## config.mk

```make
export PLATFORM = sky130hd
export DESIGN_NAME = player_move
export DESIGN_NICKNAME = d
export VERILOG_FILES = /design/src/rtl/game_pkg.sv /design/src/rtl/sat_add.sv /design/src/rtl/player_move.sv
export SDC_FILE = /design/constraint.sdc
export NUM_CORES = 1
export LEC_CHECK = 0
export ABC_AREA = 1
export BUFFER_PORTS_ARGS = -buffer_cell sky130_fd_sc_hd__buf_2
export CAP_MARGIN = 5
export CORE_ASPECT_RATIO = 1.4
export CORE_MARGIN = 4
export CORE_UTILIZATION = 40
export DETAILED_ROUTE_END_ITERATION = 7
export HOLD_SLACK_MARGIN = 0.02
export SYNTH_ARGS = -nofsm -noshare
export SYNTH_HDL_FRONTEND = slang
export SYNTH_SLANG_ARGS = --single-unit
export TNS_END_PERCENT = 100
```

## constraint.sdc

```tcl
create_clock -name clk -period 10.4 [get_ports clk]
set_clock_uncertainty 0.2 [all_clocks]
set_input_delay 0.52 -clock clk [delete_from_list [all_inputs] [get_ports clk]]
set_output_delay 0.52 -clock clk [all_outputs]
set_load 0.03 [all_outputs]
```

## src/rtl/game_pkg.sv

```systemverilog
// Shared player-state encoding and collision-vector bit positions.
// Types and constants only: no latency, no backpressure.
package game_pkg;

  typedef enum logic [2:0] {
    ST_IDLE = 3'd0,
    ST_WALK = 3'd1,
    ST_JUMP = 3'd2,
    ST_FALL = 3'd3,
    ST_DEAD = 3'd4
  } pstate_t;

  localparam int COL_GROUND = 0;
  localparam int COL_CEIL   = 1;
  localparam int COL_WALL_L = 2;
  localparam int COL_WALL_R = 3;

endpackage

```

## src/rtl/sat_add.sv

```systemverilog
// Signed a+b clamped to [lo, hi], result truncated to OW bits.
// Combinational, zero latency; no backpressure.
module sat_add #(
  parameter int W  = 16,
  parameter int OW = 16
) (
  input  logic signed [W-1:0]  a,
  input  logic signed [W-1:0]  b,
  input  logic signed [W-1:0]  lo,
  input  logic signed [W-1:0]  hi,
  output logic        [OW-1:0] sum
);

  logic signed [W:0] raw;

  // One guard bit so the raw sum never wraps before the clamp.
  always_comb begin
    raw = $signed({a[W-1], a}) + $signed({b[W-1], b});
    if (raw < $signed({lo[W-1], lo})) begin
      sum = lo[OW-1:0];
    end else if (raw > $signed({hi[W-1], hi})) begin
      sum = hi[OW-1:0];
    end else begin
      sum = raw[OW-1:0];
    end
  end

endmodule

```

## src/rtl/player_move.sv

```systemverilog
// Per-frame player physics: walk, jump, gravity, collisions, death/respawn.
// Updates 1 cycle after an accepted frame_tick (upd_done pulses then); no backpressure.
module player_move
  import game_pkg::*;
#(
  parameter int X_W       = 10,
  parameter int Y_W       = 9,
  parameter int V_W       = 6,
  parameter int WALK_STEP = 1,
  parameter int JUMP_V    = 14,
  parameter int GRAVITY   = 1,
  parameter int MAX_FALL  = 14,
  parameter int X_MIN     = 0,
  parameter int X_MAX     = 623,
  parameter int Y_MAX     = 463,
  parameter int SPAWN_X   = 16,
  parameter int SPAWN_Y   = 400
) (
  input  logic           clk,
  input  logic           rst_n,
  input  logic           frame_tick,
  input  logic           move_left,
  input  logic           move_right,
  input  logic           jump,
  input  logic           respawn,
  input  logic [3:0]     collision,
  input  logic           hazard,
  output logic [X_W-1:0] x_pos,
  output logic [Y_W-1:0] y_pos,
  output logic [2:0]     state,
  output logic           facing,
  output logic           dead,
  output logic           upd_done
);

  localparam int AW = (X_W + 2 > V_W + Y_W + 1) ? X_W + 2 : V_W + Y_W + 1;
  typedef logic signed [AW-1:0] sw_t;

  logic [X_W-1:0]        x_q, x_nx, x_sum;
  logic [Y_W-1:0]        y_q, y_nx, y_sum;
  logic signed [V_W-1:0] vy, vy_nx;
  pstate_t               state_q, state_nx;
  logic                  facing_q, facing_nx;
  logic                  dead_q, dead_nx;
  logic                  upd_q, tick_q, jump_q, jump_lat;

  logic accept, jump_evt, ground, ceil, grounded, floor_hit, ceil_hit;
  sw_t  x_ext, y_ext, vy_ext, step, vy_grav, vy_c, vy_fin;

  assign accept   = frame_tick & ~tick_q;
  assign jump_evt = jump_lat | (jump & ~jump_q);
  assign ground   = collision[COL_GROUND];
  assign ceil     = collision[COL_CEIL];

  assign x_ext  = {{(AW-X_W){1'b0}}, x_q};
  assign y_ext  = {{(AW-Y_W){1'b0}}, y_q};
  assign vy_ext = {{(AW-V_W){vy[V_W-1]}}, vy};

  // Walls cancel motion toward them; facing still follows a single key.
  always_comb begin
    step = '0;
    if (move_left && !move_right && !collision[COL_WALL_L]) begin
      step = -sw_t'(WALK_STEP);
    end else if (move_right && !move_left && !collision[COL_WALL_R]) begin
      step = sw_t'(WALK_STEP);
    end
  end

  sat_add #(.W(AW), .OW(X_W)) u_x (
    .a   (x_ext),
    .b   (step),
    .lo  (sw_t'(X_MIN)),
    .hi  (sw_t'(X_MAX)),
    .sum (x_sum)
  );

  sat_add #(.W(AW), .OW(AW)) u_vy (
    .a   (vy_ext),
    .b   (sw_t'(GRAVITY)),
    .lo  (sw_t'(-(2 ** (V_W - 1)))),
    .hi  (sw_t'(MAX_FALL)),
    .sum (vy_grav)
  );

  always_comb begin
    if (jump_evt && ground) begin
      vy_c = -sw_t'(JUMP_V);
    end else if (ground && !vy[V_W-1]) begin
      vy_c = '0;
    end else begin
      vy_c = vy_grav;
    end
    if (ceil && vy_c < 0) begin
      vy_c = '0;
    end
  end

  sat_add #(.W(AW), .OW(Y_W)) u_y (
    .a   (y_ext),
    .b   (vy_c),
    .lo  ('0),
    .hi  (sw_t'(Y_MAX)),
    .sum (y_sum)
  );

  // Clamping at the floor lands the player; clamping at the top is a ceiling.
  always_comb begin
    floor_hit = (y_sum == Y_W'(Y_MAX)) && !vy_c[AW-1];
    ceil_hit  = (y_sum == '0) && vy_c[AW-1];
    vy_fin    = (floor_hit || ceil_hit) ? '0 : vy_c;
    grounded  = (ground && !vy_c[AW-1]) || floor_hit;
  end

  always_comb begin
    x_nx      = x_q;
    y_nx      = y_q;
    vy_nx     = vy;
    state_nx  = state_q;
    facing_nx = facing_q;
    dead_nx   = dead_q;
    if (accept) begin
      if (state_q == ST_DEAD) begin
        if (respawn) begin
          x_nx     = X_W'(SPAWN_X);
          y_nx     = Y_W'(SPAWN_Y);
          vy_nx    = '0;
          state_nx = ST_IDLE;
          dead_nx  = 1'b0;
        end
      end else if (hazard) begin
        state_nx = ST_DEAD;
        dead_nx  = 1'b1;
      end else begin
        x_nx  = x_sum;
        y_nx  = y_sum;
        vy_nx = vy_fin[V_W-1:0];
        if (move_left ^ move_right) begin
          facing_nx = move_left;
        end
        if (vy_fin < 0) begin
          state_nx = ST_JUMP;
        end else if (vy_fin > 0 || !grounded) begin
          state_nx = ST_FALL;
        end else if (step != '0) begin
          state_nx = ST_WALK;
        end else begin
          state_nx = ST_IDLE;
        end
      end
    end
  end

  always_ff @(posedge clk) begin
    if (!rst_n) begin
      x_q      <= X_W'(SPAWN_X);
      y_q      <= Y_W'(SPAWN_Y);
      vy       <= '0;
      state_q  <= ST_IDLE;
      facing_q <= 1'b0;
      dead_q   <= 1'b0;
      upd_q    <= 1'b0;
      tick_q   <= 1'b0;
      jump_q   <= 1'b0;
      jump_lat <= 1'b0;
    end else begin
      x_q      <= x_nx;
      y_q      <= y_nx;
      vy       <= vy_nx;
      state_q  <= state_nx;
      facing_q <= facing_nx;
      dead_q   <= dead_nx;
      upd_q    <= accept;
      tick_q   <= frame_tick;
      jump_q   <= jump;
      // A press between ticks is held until the next tick consumes it.
      if (accept) begin
        jump_lat <= 1'b0;
      end else if (jump && !jump_q) begin
        jump_lat <= 1'b1;
      end
    end
  end

  assign x_pos    = x_q;
  assign y_pos    = y_q;
  assign state    = state_q;
  assign facing   = facing_q;
  assign dead     = dead_q;
  assign upd_done = upd_q;

endmodule
```

Yosys cells after proc, flatten, opt, wreduce, memory -nomap -nowiden
Index checks and enable logic that the tools add are counted.

storage, ports and cells
  flip-flop bits (word level) = 34
  input bits = 12
  output and inout bits = 25
  word-level logic and storage cells = 95

operators by class
  $add $sub $neg = 3
  magnitude comparators = 9
  equal/unequal tests = 4
  muxes and demuxes = 30
  bitwise operators = 9
  reduce and logical (&&, ||, !) cells = 30

operators with widths
  kind                    count
  $mux W16                7
  $mux W10                5
  $mux W9                 5
  $lt A17 B1 Y1 const B   2
  $lt A16 B1 Y1 const B   2
  $mux W6                 3
  $add A10 B16 Y17        1
  $add A11 B16 Y17        1
  $gt A17 B10 Y1 const B  1
  $gt A17 B11 Y1 const B  1
  $gt A17 B5 Y1 const B   1
  $lt A17 B6 Y1 const B   1
  $gt A16 B1 Y1 const B   1
  $reduce_bool A16 Y1     1
  $logic_and A1 B1 Y1     11
  $eq A9 B9 Y1 const B    1
  $logic_not A9 Y1        1
  $mux W3                 3
  $logic_not A1 Y1        8
  $add A6 B2 Y7 const B   1
  $reduce_and A3 Y1       2
  $mux W1                 5
  $not A1 Y1              5
  $mux W2                 2
  other kinds (11)        14

Longest topological paths before layout
Gate-level depths: netlist (run 1).

  depth after elaboration = 23
  gate-level depth with buffers = 31
  gate-level depth less buffers = 31

By module
From an unflattened synthesis (run 1), not the netlist that was laid out.

unflattened totals
  cells, all modules = 1403
  area, all modules = 8207.9 sq um

by module, submodules not included
  module          times used  cells an instance  area each (sq um)  sequential area each (sq um)
  sat_add (u_vy)  1           451                2417.3             0.0
  sat_add (u_y)   1           369                2060.7             0.0
  sat_add (u_x)   1           349                2025.7             0.0
  player_move     1           234                1704.1             680.7

Worst setup path before layout (run 1)
OpenSTA, ideal clock, no wires.

  path kind = reg-to-reg
  start = register vy[0]
  end = register state_q[0], in the netlist state[0]
  library setup time = 113 ps
  data arrival time = 3526 ps
  data required time = 10087 ps
  setup slack = 6561 ps
  stages on the path, launching flop included = 28
  buffers on the path = 0
  period minus slack after synthesis = 3839 ps
  cell sequence = dfxtp_1 > ha_1 > nand2_2 > o21ai_4 > nor2_1 > a21oi_1 > nand3_1 > nor3_1 > ha_1 > fa_1 > nand2_1 > nand3_1 > nand3_1 > nand2_1 > nand2_1 > nand3_1 > nand2_2 > nor2_4 > nand2_4 > inv_2 > nand2_1 > nand3_2 > a21boi_2 > nand2_2 > nand2_1 > nand3_1 > nand2_1 > nand2_1

on the way
  longest elaborated chain between the ends = 23
  elaborated cells between the ends (all ways) = 32
  those cells by class = 2 x add/sub; 7 x order compare; 1 x eq/ne; 12 x mux; 10 x reduce/logical

ends and longest elaborated chain
  what                    RTL line            source
  start, declared         player_move.sv:41   logic signed [V_W-1:0] vy, vy_nx;
  start signal, assigned  player_move.sv:168  vy <= vy_nx;
  $add A6 B2 Y7 (*)       sat_add.sv:18       raw = $signed({a[W-1], a}) + $signed({b[W-1], b});
  $gt A17 B5 Y1           sat_add.sv:21       end else if (raw > $signed({hi[W-1], hi})) begin
  $mux W16                sat_add.sv:21
  $mux W16 (*)            sat_add.sv:19       if (raw < $signed({lo[W-1], lo})) begin
  $mux W16 (*)            player_move.sv:88   end else if (ground && !vy[V_W-1]) begin
  $mux W16 (*)            player_move.sv:86   if (jump_evt && ground) begin
  $lt A16 B1 Y1           player_move.sv:93   if (ceil && vy_c < 0) begin
  $logic_and A1 B1 Y1     player_move.sv:93
  [7 not listed]          n/a
  $logic_or A1 B1 Y1      player_move.sv:110  vy_fin = (floor_hit || ceil_hit) ? '0 : vy_c;
  $mux W16                player_move.sv:110
  $gt A16 B1 Y1           player_move.sv:142  end else if (vy_fin > 0 || !grounded) begin
  $logic_or A1 B1 Y1      player_move.sv:142
  $mux W2                 player_move.sv:142
  $mux W2 (*)             player_move.sv:140  if (vy_fin < 0) begin
  $mux W3 (*)             player_move.sv:130  end else if (hazard) begin
  $mux W3 (*)             player_move.sv:122  if (state_q == ST_DEAD) begin
  end signal, assigned    player_move.sv:169  state_q <= state_nx;
  end, declared           player_move.sv:42   pstate_t state_q, state_nx;

Every way passes the cells marked *; elsewhere a longest branch is shown, timed or not.
A chain may end at the register's enable or synchronous reset.

Worst setup path in the final report (run 1)
Same ends and word-level chain as after synthesis.

==> results.cfg, run 1 <==
[sta]
finalHoldViolCount = 0
setup_viol = 0
finalSetupTns_ps = 0
period_needed_ps = 4430
finalCritPeriodShare_pct = 42.6
rsz0062_at_grt = no
drv_slew = 0
fmax_ghz = 0.226
worstMarginPinSlew_ps = 999
max_slew_margin_pct = 33.1

[setup_path]
r2r_end = state[0]
critical_path_class = reg -> reg
path_max_fanout = 7
r2r_setup_slack_ps = 5970
cp-start-kind = flip-flop
critical-path-max-stage-delay_ps = 400
worst-path-stages = 27
worstRegToRegCells = 27
critPathCaptureType = flip-flop
slowest_stage = dfxtp_1
critPathTopFamily = simple AND/OR/NAND/NOR gates
required_ps = 10390
timing.rr.start = vy[0]
crit_path_start = vy[0]
arrival_ps = 4420
path_buf_inv = 1
path_common_cell = nand2_1
endpoint = state[0]

[floorplanning]
io_pins = 37
core-area_um2 = 6570
start_util_pct = 40.9
fp.dieW_um = 77.3
die_h_um = 105
floorplan.rows = 35
dieArea_um2 = 8110

[cells_and_area]
mostFrequentLayoutCell = nand2_1
drive_gt1_share_pct = 15.3
area_growth_pct = 13.9
fillerInstances = 722
antenna_cells = 0
layout_common_cells = nand2_1, inv_1, buf_2
final_cells = 517
seqCellArea_um2 = 681
final_util_pct = 46.6
multi_input_area_um2 = 1780
nets = 482

[global_routing]
grt.total_usage_pct = 17.4
antenna_found_initial = 0
grt_overflow = 0
grt_pass1_vias = 2644
grt_pass1_wl_mm = 11.6
grt_max_degree = 18

[placement]
io_buffers = 36
place_congestion = 0.897
hpwl_mm = 5.57
dp.cells = 510

[synth]
synthCells = 403
syn_area_um2 = 2690
yosysWarnings = 0
ys_types = 37
syn_nets = 442
yosysSeqAreaShare_pct = 25.3
synth.avg_cell_area_um2 = 6.67
synth-seq-cells = 34

[drt]
viasPerCell = 5.20
wl_met1_mm = 2.94
vias = 2687
initialDrtViolationCount = 113
drcViolationCount = 0
dr.pass1.iters = 4
wl_met2_mm = 3.53
met3WireLength_um = 198
wl_mm = 6.88
top_layer = met4
final_antenna_net_count = 0
routedWlPerCell_um = 13.3

[cts]
cts_buffer_depth = 2
ctsHoldBuffers = 0
cts_tree = yes
cts_sinks = 34
postCtsSetupBuffers = 0
clk_pin_slew_ps = 70
clockRootBuffer = clkbuf_8
cts_buffers = 5
cts_resized = 0
clock_latency_ps = 280
htreeDepth = 2

[power_and_ir_drop]
p_leak_nw = 1.61
p_total_uw = 376
vdd.ir_drop.worst_v = 0.0000647
cellPowerDensity_nw_per_um2 = 123

[status]
status = complete, no violations

[hold_path]
hp-class = in -> reg

[run]
drv_cap = 0
[registers in the layout, summed over array words and instances (netlist names)]
register	count
jump_lat	1
x_pos	10
dead	1
upd_done	1
vy	6
state	3
y_pos	9
facing	1
tick_q	1
jump_q	1
[tightest hold or removal path, stage by stage]
cell and delay, ps:
buf_2 90, nand2_1 40, inv_1 40
[cell type report]
class / instances / share of cell area [%]
Clock buffer: 6 / 2.70
Clock inverter: 1 / 0.981
Inverter: 56 / 6.87
Multi-Input combinational cell: 310 / 58.3
Sequential cell: 34 / 22.2
Tap cell: 74 / 3.03
Timing Repair Buffer: 36 / 5.89
[synth_stat cells (all sizes together)]
library cell,instances,area [um2]
a32o,3,30.0
o22a,1,8.76
dfxtp,34,681
o32ai,1,8.76
ha,25,313
or2,1,6.26
and2,1,6.26
o31ai,2,15.0
nand3b,1,7.51
o211ai,3,22.5
nor3,3,15.0
a22oi,1,7.51
o21ai,34,193
inv,55,206
xnor2,2,17.5
nand3,37,195
fa,2,40.0
xor2,11,96.3
o21bai,2,15.0
nand2,112,450
clkinv,1,3.75
a21oi,26,141
nand4,3,18.8
clkbuf,3,11.3
o22ai,2,12.5
a21boi,1,11.3
nor2,36,153
[stage by stage]
stage          instance area [um2]  worst slack, ps  hold slack, ps
3_5_place_dp                  2950             5990             221
4_1_cts                       3060             5970             218
3_3_place_gp                  2950             6100             218
5_1_grt                       3060             5360             236
6_report                      3060             5970             224
2_1_floorplan                 2690             6560             203
[per-layer routing]
| metal | vias up | GRT usage, % |
|---|---|---|
| li1 | 1406 | - |
| met4 | 0 | 7.00 |
| met1 | 1220 | 19.5 |
| met2 | 49 | 32.6 |
| met5 | - | 0 |
| met3 | 12 | 2.24 |
[worst min-delay path by stage]
stage / startpoint / slack, ps / end / cells past startpoint
finish: jump / 220 / jump_q / 3
global route: jump / 240 / jump_q / 3
CTS: jump / 220 / jump_q / 3
detailed placement: tick_q / 220 / upd_done / 1
global placement: tick_q / 220 / upd_done / 1
floorplan: tick_q / 200 / upd_done / 1
[where the power goes]
group	total [mW]	switching [mW]	internal, mW
combinational	0.108	0.0730	0.0348
clock	0.126	0.0496	0.0767
sequential	0.141	0.00508	0.136
total	0.376	0.128	0.248
[cell families (layout without fill, tap and decap cells)]
logic type / count (synthesis) / in the layout / share of synthesized area (%)
flip-flops: 34 / 34 / 25.3
AND/OR/NAND/NOR: 194 / 194 / 31.7
adder cells (fa/ha/maj): 27 / 27 / 13.1
buffers and inverters: 59 / 99 / 8.24
AO/OA/AOI/OAI: 76 / 76 / 17.3
XOR/XNOR: 13 / 13 / 4.24
No activity file was read; power rests on OpenSTA's default activity.
==> inputs of run 2 (changes only) <==
--- a/config.mk
+++ b/config.mk
@@ -5,7 +5,7 @@
 export SDC_FILE = /design/constraint.sdc
 export NUM_CORES = 1
 export LEC_CHECK = 0
-export ABC_AREA = 1
+export ABC_AREA = 0
 export BUFFER_PORTS_ARGS = -buffer_cell sky130_fd_sc_hd__buf_2
 export CAP_MARGIN = 5
 export CORE_ASPECT_RATIO = 1.4
==> constraint.sdc (replaced) <==
create_clock -name clk -period 4.38 [get_ports clk]
set_clock_uncertainty 0.2 [all_clocks]
set_input_delay 0.219 -clock clk [delete_from_list [all_inputs] [get_ports clk]]
set_output_delay 0.219 -clock clk [all_outputs]
set_load 0.03 [all_outputs]
==> results.cfg, run 2 <==
[setup_path]
critPathTopFamily = compound AO/OA/AOI/OAI gates
critical_path_class = reg -> reg
cp-start-kind = flip-flop
path_max_fanout = 4
slowest_stage = o311a_1
path_common_cell = ha_4
required_ps = 4360
critical-path-max-stage-delay_ps = 390
path_buf_inv = 1
arrival_ps = 4210
critPathCaptureType = flip-flop
cp_cell_sequence = inv_1, ha_4, nor2_2, a21o_1, a22oi_1, nor2b_1, a21oi_1, o311a_1, ha_4, fa_2, a211oi_4, or3_4, a21oi_4, o311ai_4, a41oi_2, or2b_1, and2_4, a32o_2

[synth]
yosys.area.top_type = dfxtp_1
syn_area_um2 = 2780
synth_edf_count = 0
yosysSeqAreaShare_pct = 24.5
synthCells = 346
syn_nets = 385
synth-seq-cells = 34
ys_types = 66
synth_top_cell_area_share_pct = 24.5
ys_top_cells_by_area = dfxtp_1, ha_1, a21oi_1
yosysWarnings = 0
async_reset_ff_share_pct = 0
synth-main-ff-cell = dfxtp_1
synth_most_common_cell = nand2_1
synth_commonest_cells = nand2_1, dfxtp_1, a21oi_1
synth.avg_cell_area_um2 = 8.04

[global_routing]
grt.total_usage_pct = 17.4
grt_pass1_vias = 2574
antenna_found_initial = 0
grt_pass1_wl_mm = 11.8
grt_overflow = 0
grt_max_degree = 22

[drt]
drcViolationCount = 0
wl_mm = 7.51
initialDrtViolationCount = 126
final_antenna_net_count = 0
viasPerCell = 5.62
dr.pass1.iters = 4
vias = 2738
routedWlPerCell_um = 15.4

[sta]
worstMarginPinSlew_ps = 863
period_needed_ps = 4230
finalCritPeriodShare_pct = 96.5
max_slew_margin_pct = 41.8
fmax_ghz = 0.236
finalHoldViolCount = 0
drv_slew = 0
fin_ws_ps = 152
setup_viol = 0

[cts]
htreeDepth = 2
clockRootBuffer = clkbuf_8
cts_tree = yes
clock_latency_ps = 290
cts_buffer_depth = 2
cts_sinks = 34
clk_pin_slew_ps = 70
cts_buffers = 5

[cells_and_area]
final_cells = 487
nets = 433
drive_gt1_share_pct = 24.1
largest_register_ff_count = 10
antenna_cells = 0
fillerInstances = 680
layout_common_cells = buf_2, nand2_1, dfxtp_1
area_growth_pct = 19.4
mostFrequentLayoutCell = buf_2

[run]
drv_cap = 0

[power_and_ir_drop]
p_leak_nw = 1.47
vdd.ir_drop.worst_v = 0.000125
cellPowerDensity_nw_per_um2 = 253

[floorplanning]
io_pins = 37
start_util_pct = 41.8
floorplan.rows = 35
core-area_um2 = 6660
dieArea_um2 = 8370
fp.dieW_um = 78.5
die_h_um = 107

[placement]
hpwl_mm = 5.56
dp.cells = 472
dp_slack_ps = -10.6
place_congestion = 0.833
io_buffers = 36

[hold_path]
hp-class = in -> reg

[status]
status = complete, no violations
run 2: worst paths after layout:
check,to,from,slack (ps),cells past startpoint
max,vy[3],vy[1],150,18
min,jump_lat,rst_n,60,2
max reg2reg,vy[3],vy[1],150,18
min reg2reg,x_pos[5],x_pos[5],280,2
run 2: through the flow:
step	setup TNS, ps	utilization [%]	power (mW)	instance area [um2]	hold WS (ps)
floorplan	0	-	0.516	2780	141
global placement	0	46.1	0.575	3070	230
detailed placement	-17.3	46.1	0.577	3070	244
CTS	0	47.9	0.822	3190	58.4
global route	-133	49.9	0.886	3320	75.5
finish	0	49.9	0.840	3320	58.9
run 2: logic make-up after synthesis:
kind of cell	after synthesis	synth area share (%)
XOR/XNOR	14	4.41
multiplexers	1	0.360
flip-flops	34	24.5
buffers and inverters	29	4.99
AND/OR/NAND/NOR	121	21.4
AO/OA/AOI/OAI	120	31.7
adder cells (fa/ha/maj)	27	12.7
run 2: layer usage:
layer | track usage (%) | part of all wire, % | up-vias
li1 | - | - | 1369
met1 | 19.6 | 41 | 1285
met2 | 31.9 | 53 | 68
met3 | 2.94 | 3.1 | 16
met4 | 6.88 | 2.4 | 0
met5 | 0 | 0 | -
run 2: final cells by class:
type                            instances  area (um2)  share of cell area (%)
Multi-Input combinational cell        283        2060                    62.1
Tap cell                               92         115                    3.46
Timing Repair Buffer                   50         294                    8.85
Clock inverter                          1        5.00                   0.151
Clock buffer                            7        86.3                    2.60
Inverter                               20        75.1                    2.26
Sequential cell                        34         683                    20.6
run 2: what timing repair did:
item / 4_1_cts / 5_1_grt
gates cloned: 0 / 0
endpoints found under the setup margin: 2 / 14
hold buffers: 2 / 0
hold endpoints to repair: 2 / 0
pin swaps: 1 / 13
resized for setup: 0 / 23
buffers inserted: 1 / 4
run 2: power by group:
part / leakage (nW) / total (mW) / internal [mW] / switching (mW)
registers: 0.278 / 0.335 / 0.323 / 0.0117
logic: 1.14 / 0.261 / 0.105 / 0.155
clock network: 0.0482 / 0.244 / 0.127 / 0.117
run 2: worst reg2reg max path, delay by kind of cell (launching register included):
family | cells | cell delay [ps]
buffers and inverters | 1 | 110
DFF | 1 | 340
and+or+nand+nor | 5 | 880
AOI/OAI and AO/OA | 9 | 1770
adders and majority gates | 3 | 810
==> inputs of run 3 (changes only) <==
==> constraint.sdc (replaced) <==
create_clock -name clk -period 4.38 [get_ports clk]
set_clock_uncertainty 0.2 [all_clocks]
set_input_delay 0.657 -clock clk [delete_from_list [all_inputs] [get_ports clk]]
set_output_delay 0.657 -clock clk [all_outputs]
set_load 0.03 [all_outputs]
==> results.cfg, run 3 (synthesis results as in run 2) <==
[sta]
finalSetupTns_ps = 0
setup_viol = 0
worstMarginPinSlew_ps = 834
finalHoldViolCount = 0
finalCritPeriodShare_pct = 96.0
period_needed_ps = 4200
fin_ws_ps = 175
whs_ps = 271
rsz0062_at_grt = no
fmax_ghz = 0.238
drv_slew = 0
max_slew_margin_pct = 44.4

[global_routing]
grt_pass1_wl_mm = 12.0
grt.total_usage_pct = 17.7
grt_max_degree = 22
antenna_found_initial = 0
grt_overflow = 0
grt_pass1_vias = 2715

[placement]
hpwl_mm = 5.77
io_buffers = 36
placed_area_um2 = 3130
dp_slack_ps = 12.7
place_congestion = 0.839
dp.cells = 480

[cells_and_area]
layout_common_cells = buf_2, nand2_1, dfxtp_1
area_growth_pct = 18.8
drive_gt1_share_pct = 24.1
multi_input_area_um2 = 2030
mostFrequentLayoutCell = buf_2
seqCellArea_um2 = 683
antenna_cells = 0
final_cells = 490
stdcell_area_um2 = 3310
fillerInstances = 712
final_util_pct = 49.7
largest_register_ff_count = 10
nets = 436

[setup_path]
critical_path_class = reg -> reg
arrival_ps = 4210
r2r_setup_slack_ps = 180
path_buf_inv = 2
required_ps = 4380
critPathCaptureType = flip-flop
critPathTopFamily = compound AO/OA/AOI/OAI gates
cp_cell_sequence = ha_2, and3_1, a21oi_1, a21oi_1, a21bo_2, a21o_1, inv_1, ha_1, a211oi_4, o21ai_1, a221o_1, nor4_2, o32ai_4, o221ai_2, buf_4, nand3_1, o22ai_1
critical-path-max-stage-delay_ps = 420
slowest_stage = dfxtp_2
cp-start-kind = flip-flop
path_max_fanout = 6
path_common_cell = a21oi_1

[cts]
clock_latency_ps = 290
cts_buffers = 5
clk_pin_slew_ps = 70
htreeDepth = 2
clockRootBuffer = clkbuf_8
cts_tree = yes
cts_buffer_depth = 2
cts_sinks = 34

[drt]
vias = 2701
wl_met2_mm = 4.07
top_layer = met4
final_antenna_net_count = 0
wl_mm = 7.49
wl_met1_mm = 3.01
met3WireLength_um = 241
initialDrtViolationCount = 114
routedWlPerCell_um = 15.3
viasPerCell = 5.51
dr.pass1.iters = 4
drcViolationCount = 0

[floorplanning]
die_h_um = 107
start_util_pct = 41.8
floorplan.rows = 35
dieArea_um2 = 8370
fp.dieW_um = 78.5
core-area_um2 = 6660
io_pins = 37

[status]
status = complete, no violations

[power_and_ir_drop]
p_total_uw = 831
p_leak_nw = 1.48
vdd.ir_drop.worst_v = 0.000162
cellPowerDensity_nw_per_um2 = 251

[run]
drv_cap = 0

[hold_path]
hp-class = reg -> reg
## run 3: cell count changes in the layout (fill, tap and decap cells not counted), moves of 2 or more
cell and delta:
buf_4 +6, a21oi_1 +2, a21oi_2 -2, dlygate4sd3_1 -2
## run 3: final timing paths
| check | start | endpoint | depth (start not counted) |
|---|---|---|---|
| worst max-delay path | vy[0] | vy[1] | 17 |
| worst min-delay path | x_pos[2] | x_pos[2] | 2 |
| worst max register to register | vy[0] | vy[1] | 17 |
| worst min register to register | x_pos[2] | x_pos[2] | 2 |
## run 3: worst register-to-register path, cell delays in order (launching register included)
cell and delay (ps):
dfxtp_2 420, ha_2 270, and3_1 250, a21oi_1 100
a21oi_1 170, a21bo_2 160, a21o_1 160, inv_1 90
ha_1 320, a211oi_4 330, o21ai_1 180, a221o_1 410
nor4_2 310, o32ai_4 170, o221ai_2 200, buf_4 150
nand3_1 90, o22ai_1 150
## run 3: layout make-up
class | count | share of cell area, %
Clock inverter | 1 | 0.151
Timing Repair Buffer | 53 | 9.31
Multi-Input combinational cell | 283 | 61.5
Inverter | 20 | 2.27
Sequential cell | 34 | 20.7
Tap cell | 92 | 3.48
Clock buffer | 7 | 2.61
## run 3: what timing repair did
item / in CTS / in global routing
gates resized for setup: 0 / 16
hold buffers: 0 / 0
setup endpoints to repair: 0 / 15
buffers inserted: 0 / 2
## run 3: routing by layer
metal | global-route usage (%) | vias to the layer above
li1 | - | 1366
met5 | 0 | -
met2 | 35.2 | 53
met1 | 18.8 | 1268
met3 | 2.77 | 14
met4 | 4.88 | 0
## run 3: where the power goes
part	switching, mW	internal (mW)
combinational	0.152	0.104
clock	0.114	0.127
sequential	0.0112	0.323
